[config.mk]
export PLATFORM = sky130hd
export DESIGN_NAME = bist_ctrl
export DESIGN_NICKNAME = d
export VERILOG_FILES = /design/src/rtl/bist_pkg.sv /design/src/rtl/bist_pat_counter.sv /design/src/rtl/bist_ctrl.sv
export SDC_FILE = /design/constraint.sdc
export NUM_CORES = 1
export LEC_CHECK = 0
export CAP_MARGIN = 20
export CORE_MARGIN = 2
export CORE_UTILIZATION = 49
export CTS_CLUSTER_SIZE = 24
export DETAILED_ROUTE_END_ITERATION = 8
export GPL_ROUTABILITY_DRIVEN = 0
export HOLD_SLACK_MARGIN = 0.05
export PLACE_DENSITY = 0.83
export SLEW_MARGIN = 10
export SYNTH_ARGS = -nofsm -noshare
export SYNTH_HDL_FRONTEND = slang
export SYNTH_SLANG_ARGS = --single-unit
[constraint.sdc]
create_clock -name clk -period 1.7 [get_ports clk]
set_input_delay 0.34 -clock clk [delete_from_list [all_inputs] [get_ports clk]]
set_output_delay 0.34 -clock clk [all_outputs]
set_load 0.01 [all_outputs]
[src/rtl/bist_pkg.sv]
// bist_pkg: shared state encoding and default sizing for the BIST sequencer.
package bist_pkg;
    typedef enum logic [2:0] {IDLE, SEED, RUN, CMP, DONE} bist_state_t;
    localparam int BIST_SIG_W      = 4;
    localparam int BIST_CNT_W      = 5;
    localparam int BIST_N_PATTERNS = 31;
endpackage

[src/rtl/bist_pat_counter.sv]
// bist_pat_counter: pattern counter with clear/enable; tc flags the last RUN cycle.
module bist_pat_counter
    import bist_pkg::*;
#(
    parameter int CNT_W      = BIST_CNT_W,
    parameter int N_PATTERNS = BIST_N_PATTERNS
) (
    input  logic clk,
    input  logic rst_b,
    input  logic clr,
    input  logic en,
    output logic tc
);
    logic [CNT_W-1:0] r_cnt;
    always_ff @(posedge clk or negedge rst_b)
        if (!rst_b)
            r_cnt <= '0;
        else if (clr)
            r_cnt <= '0;
        else if (en)
            r_cnt <= r_cnt + CNT_W'(1);
    assign tc = r_cnt == CNT_W'(N_PATTERNS - 1);
endmodule

[src/rtl/bist_ctrl.sv]
// bist_ctrl: seeds the LFSR/SISR chain, runs it N_PATTERNS cycles and checks the signature.
// Defining BIST_SIG_CAPTURE_EN adds sig_cap, the signature sampled on CMP exit.
module bist_ctrl
    import bist_pkg::*;
#(
    parameter int               SIG_W      = BIST_SIG_W,
    parameter int               N_PATTERNS = BIST_N_PATTERNS,
    parameter logic [SIG_W-1:0] GOLDEN     = '0,
    parameter int               CNT_W      = BIST_CNT_W
) (
    input  logic             clk,
    input  logic             rst_b,
    input  logic             start,
    input  logic [SIG_W-1:0] sig,
    output logic             tpg_rst_b,
    output logic             busy,
    output logic             done,
    output logic             pass,
`ifdef BIST_SIG_CAPTURE_EN
    output logic [SIG_W-1:0] sig_cap,
`endif
    output logic             fail
);
    bist_state_t r_state;
    logic        r_tpg_rst_b, r_busy, r_done, r_pass, r_fail;
    logic        w_tc, w_go;

    assign w_go = start && (r_state == IDLE || r_state == DONE);

    bist_pat_counter #(.CNT_W(CNT_W), .N_PATTERNS(N_PATTERNS)) u_cnt (
        .clk  (clk),
        .rst_b(rst_b),
        .clr  (r_state == SEED),
        .en   (r_state == RUN),
        .tc   (w_tc)
    );

    // Outputs are registered alongside the state so the chain reset is glitch-free.
    always_ff @(posedge clk or negedge rst_b)
        if (!rst_b) begin
            r_state     <= IDLE;
            r_tpg_rst_b <= 1'b0;
            r_busy      <= 1'b0;
            r_done      <= 1'b0;
            r_pass      <= 1'b0;
            r_fail      <= 1'b0;
        end else begin
            case (r_state)
                IDLE, DONE:
                    if (w_go) begin
                        r_state <= SEED;
                        r_busy  <= 1'b1;
                        r_done  <= 1'b0;
                        r_pass  <= 1'b0;
                        r_fail  <= 1'b0;
                    end
                SEED: begin
                    r_state     <= RUN;
                    r_tpg_rst_b <= 1'b1;
                end
                RUN:
                    if (w_tc)
                        r_state <= CMP;
                CMP: begin
                    r_state     <= DONE;
                    r_tpg_rst_b <= 1'b0;
                    r_busy      <= 1'b0;
                    r_done      <= 1'b1;
                    r_pass      <= sig == GOLDEN;
                    r_fail      <= sig != GOLDEN;
                end
                default:
                    r_state <= IDLE;
            endcase
        end

`ifdef BIST_SIG_CAPTURE_EN
    logic [SIG_W-1:0] r_sig_cap;
    always_ff @(posedge clk or negedge rst_b)
        if (!rst_b)
            r_sig_cap <= '0;
        else if (w_go)
            r_sig_cap <= '0;
        else if (r_state == CMP)
            r_sig_cap <= sig;
    assign sig_cap = r_sig_cap;
`endif

    assign tpg_rst_b = r_tpg_rst_b;
    assign busy      = r_busy;
    assign done      = r_done;
    assign pass      = r_pass;
    assign fail      = r_fail;
endmodule
; Word-level counts from Yosys, hierarchy flattened
; Cells that the tools add are included.
[word_totals]
register_bits = 13
in_bits = 7
output_inout_bits = 5
[classes]
eq_ne = 7
reduce_logical = 11
mux = 12
addsub = 1
[ops]
columns = operator, count
row1 = $pmux W3 S4, 1
row2 = $mux W5, 2
row3 = $pmux W1 S2, 5
row4 = $eq A3 B2 Y1 const B, 2
row5 = $mux W3, 2
row6 = $reduce_bool A2 Y1, 3
row7 = $add A5 B1 Y5 const B, 1
row8 = $eq A5 B5 Y1 const B, 1
row9 = $logic_not A4 Y1, 1
row10 = $ne A2 B2 Y1 const B, 2
row11 = $reduce_and A2 Y1, 2
row12 = $reduce_bool A4 Y1, 1
row13 = $eq A3 B1 Y1 const B, 1
row14 = $eq A3 B3 Y1 const B, 1
row15 = $logic_not A3 Y1, 1
row16 = $mux W1, 2
row17 = $reduce_or A2 Y1, 1
row18 = $logic_and A1 B1 Y1, 1
row19 = $logic_or A1 B1 Y1, 1

; Longest topological paths before layout
[logic_depth]
ltp_word = 5
mapped_depth = 5
depth_no_buf = 5

; By module
; Synthesis repeated with hierarchy kept, for this count alone.
[unflattened]
cells_unflattened = 62
hier_area_um2 = 645.6
[by_module_without_submodules]
columns = module, cells_per_inst, instances, area_each_um2
row1 = bist_ctrl, 37, 1, 366.6
row2 = bist_pat_counter, 25, 1, 279.0

; Worst setup path before layout
; Ideal clock, no wire load.
[synth_timing]
kind = flip-flop to flip-flop
from = register u_cnt.r_cnt[0]
to = register u_cnt.r_cnt[4]
path_stages_with_launch = 5
setup_ns = 0.069
t_required_ns = 1.631
path_slack_ns = 0.484
t_arrival_ns = 1.148
path_cell_list = dfrtp_1 > ha_1 > nand3b_1 > or4_1 > nand3_1
[synth_between]
elab_chain_len = 3
[synth_lines]
columns = element, line
row1 = start: declaration, bist_pat_counter.sv:14  ; logic [CNT_W-1:0] r_cnt;
row2 = start signal: assignment, bist_pat_counter.sv:21  ; r_cnt <= r_cnt + CNT_W'(1);
row3 = $add A5 B1 Y5, bist_pat_counter.sv:21
row4 = $mux W5, bist_pat_counter.sv:20  ; else if (en)
row5 = $mux W5, bist_pat_counter.sv:18  ; else if (clr)
; No other way between the ends. The select of a mux whose other input is x is not followed.
; A chain may end at the register's enable or synchronous reset.

; Final worst setup path
[layout_timing]
from = register r_pass, in the netlist pass
to = output port pass
[layout_lines]
columns = element, line
row1 = start: declaration, bist_ctrl.sv:25  ; logic r_tpg_rst_b, r_busy, r_done, r_pass, r_fail;
row2 = start signal: assignment, bist_ctrl.sv:45  ; r_pass <= 1'b0;
row3 = start signal: assignment, bist_ctrl.sv:54  ; r_pass <= 1'b0;
row4 = start signal: assignment, bist_ctrl.sv:69  ; r_pass <= sig == GOLDEN;
row5 = end: declaration, bist_ctrl.sv:18  ; output logic pass,
; No word-level cell between the ends.

==> out/results.tsv <==
stage	metric	value	unit
critical_path	critical path cell sequence	clkdlybuf4s50_1	
pwr	Lkg Pwr	0.3568	nW
run_status	status	complete, no violations	
critical_path	critical path peak fanout	3	
die	die span in y	41.00	um
grt	initial antenna violation count	0	
detailed_routing	drt drc	0	
logic_synthesis	Mapped Area	670.6	um^2
sta	Slew Limit Fails	0	
placement	HPWL after detailed placement	951.9	um
detailed_routing	Routed met2 length	618	um
logic_synthesis	syn avg cell area	9.063	um^2
detailed_routing	Max Used Layer	met4	
grt	first-pass GRT wire length	1925	um
sta	crit share post-route	91.05	%
critical_path	Crit Path Category	flop to output port	
clocking	clk_lat worst skew	0.27	ns
sta	Fin Setup TNS	0	ns
detailed_routing	DR vias	582	
sta	Clock Skews	0.002255	ns
final_layout	fin util	64.36	%
sta	Worst slew margin	60.72	%
clocking	number of gates resized after CTS	0	
final_layout	most common cell after layout, fill and taps aside	dfrtp_1	
die	Initial Utilization	52.19	%
clocking	post-cts hold buffer count	0	
pwr	pwr dens	1688	nW/um^2
grt	largest net degree at the start of global routing	18	
sta	setup violators final	0	
final_layout	Area Overhead vs Synth	23.32	%
sta	Fin. Hold Viols	0	
critical_path	Register-to-Register Path Depth	4	
logic_synthesis	syn nets	83	
critical_path	delay of the slowest critical-path stage	0.55	ns
logic_synthesis	synth warn	0	
clocking	CTS tree	built	
sta	unrepaired setup endpoints after global routing	no	
die	Core Region	1285	um^2
grt	number of global-route vias before repair	448	
clocking	post-CTS setup buffer count	0	
critical_path	required time worst endpoint	1.36	ns
sta	Max Clk Rate	0.6461	GHz
critical_path	WP buf/inv	1	
detailed_routing	met1 WL	616	um
detailed_routing	drt via density	5.650	
logic_synthesis	Yosys reg bits	13	
pwr	VDD IR max	832.9	uV
clocking	clock slew at reported path FFs	0.08	ns
final_layout	share of cells above drive strength 1	7.955	%
grt	grt total ovfl	0	
pwr	Pwr Total	1.396	mW
detailed_routing	Initial DRT Pass Iterations	4	
clocking	Clock Path Buffers	2	
grt	GRT Util Overall	18.00	%
detailed_routing	met3 wire length	44	um
clocking	Sink Count	13	
placement	buffers added on ports	11	
final_layout	fin nets	98	
critical_path	r2r setup slk	0.33	ns
sta	measured slew at the worst slew-check pin	0.5873	ns
detailed_routing	drt total wl	1298	um
worst_hold_path	HP Class	input pin to async pin	
critical_path	R2R Path Start	u_cnt.r_cnt[0]	
clocking	TritonCTS buffer count	3	
die	die area	1681	um^2
logic_synthesis	Synth Instances	74	
die	Site Rows	13	
critical_path	master of the slowest instance on the critical path	clkdlybuf4s50_1	
die	Die Width	41.00	um
clocking	Clock H-tree levels	1	
critical_path	Top Family by Delay on Critical Path	buffers and inverters	
flow_run	max cap viols	0	
die	# IOs	12	
detailed_routing	DR WL/cell	12.60	um
logic_synthesis	Yosys cell types	26	
critical_path	worst path arrival time	1.21	ns
critical_path	crit end category	output port	
clocking	root buffer cell	clkbuf_4	
final_layout	most frequent cells in the layout	13 x dfrtp_1, 11 x clkdlybuf4s50_1, 9 x a21oi_1	
detailed_routing	DR iter-0 viols	8	
logic_synthesis	post-synthesis sequential area ratio	48.51	%
critical_path	CP Launch Type	flop	
sta	Tmin final	1.548	ns
final_layout	Antenna Diode Count	0	
critical_path	Critical Path Stages	1	
critical_path	reg2reg end	u_cnt.r_cnt[4]	
detailed_routing	Antenna Violating Nets Remaining	0	
sta	hold slack	0.4336	ns
## routing by layer
metal	up-vias	GRT usage (%)
met4	0	7.500
li1	293	-
met1	278	23.47
met5	-	0
met2	9	28.91
met3	2	3.261
## per-stage QoR
stage / cells / setup WS, ns / area, um^2
after floorplan: 74 / 0.4838 / 670.6
after global placement: 99 / 0.3257 / 800.8
after detailed placement: 99 / 0.3046 / 800.8
after CTS: 103 / 0.1562 / 827.0
after global routing: 103 / 0.1149 / 827.0
final: 103 / 0.1522 / 827.0
## cell families (layout without fill, tap and decap cells)
logic type                 after synthesis  count (layout)  share of synthesized area [%]
DFF                                     13              13                          48.51
buffers and inverters                    7              21                          4.290
AOI/OAI and AO/OA                       22              22                          18.28
adders and majority gates                2               2                          3.731
muxes                                    1               1                          1.679
xor gates and xnor gates                 1               1                          1.306
and+or+nand+nor                         28              28                          22.20
## power by group
part | internal (mW) | switching, mW
clock network | 0.0909 | 0.101
logic | 0.312 | 0.307
registers | 0.438 | 0.148
total | 0.841 | 0.555
## sequential cells by signal, indices dropped and copies added, names as in the netlist
register,cells
busy,1
done,1
fail,1
pass,1
r_state,3
tpg_rst_b,1
u_cnt.r_cnt,5
## cell usage after synthesis, drive strengths merged
library cell  count  area share, %
nand2b            3            2.8
buf               2            1.5
a32oi             1            1.3
nor4              1           0.93
nand3             1           0.75
nor3              2            1.5
o21ai             8            6.0
inv               4            2.2
a21oi             9            6.7
dfrtp            13             49
xnor2             1            1.3
or4               2            2.2
nor2              7            3.9
and3              1           0.93
nor3b             1            1.1
nor2b             2            1.9
clkbuf            1           0.56
o22ai             2            1.9
a311oi            1            1.3
nand2             5            2.8
nand3b            3            3.4
o211ai            1            1.1
ha                2            3.7
mux2              1            1.7
## how the worst max path moves through the flow
stage                               from             end
final                               pass            pass
after global routing                fail            fail
after CTS                           pass            pass
after detailed placement          sig[1]            fail
after global placement            sig[1]            pass
after floorplan           u_cnt.r_cnt[0]  u_cnt.r_cnt[4]
## layout make-up
class	count	area (um^2)
clock buffers	4	26.28
multi-input cells	54	316.6
well taps	15	18.77
flip-flops and latches	13	325.3
fillers	115	457.9
inverters	4	15.01
repair buffers	13	125.1
No activity file was read; power rests on OpenSTA's default activity.
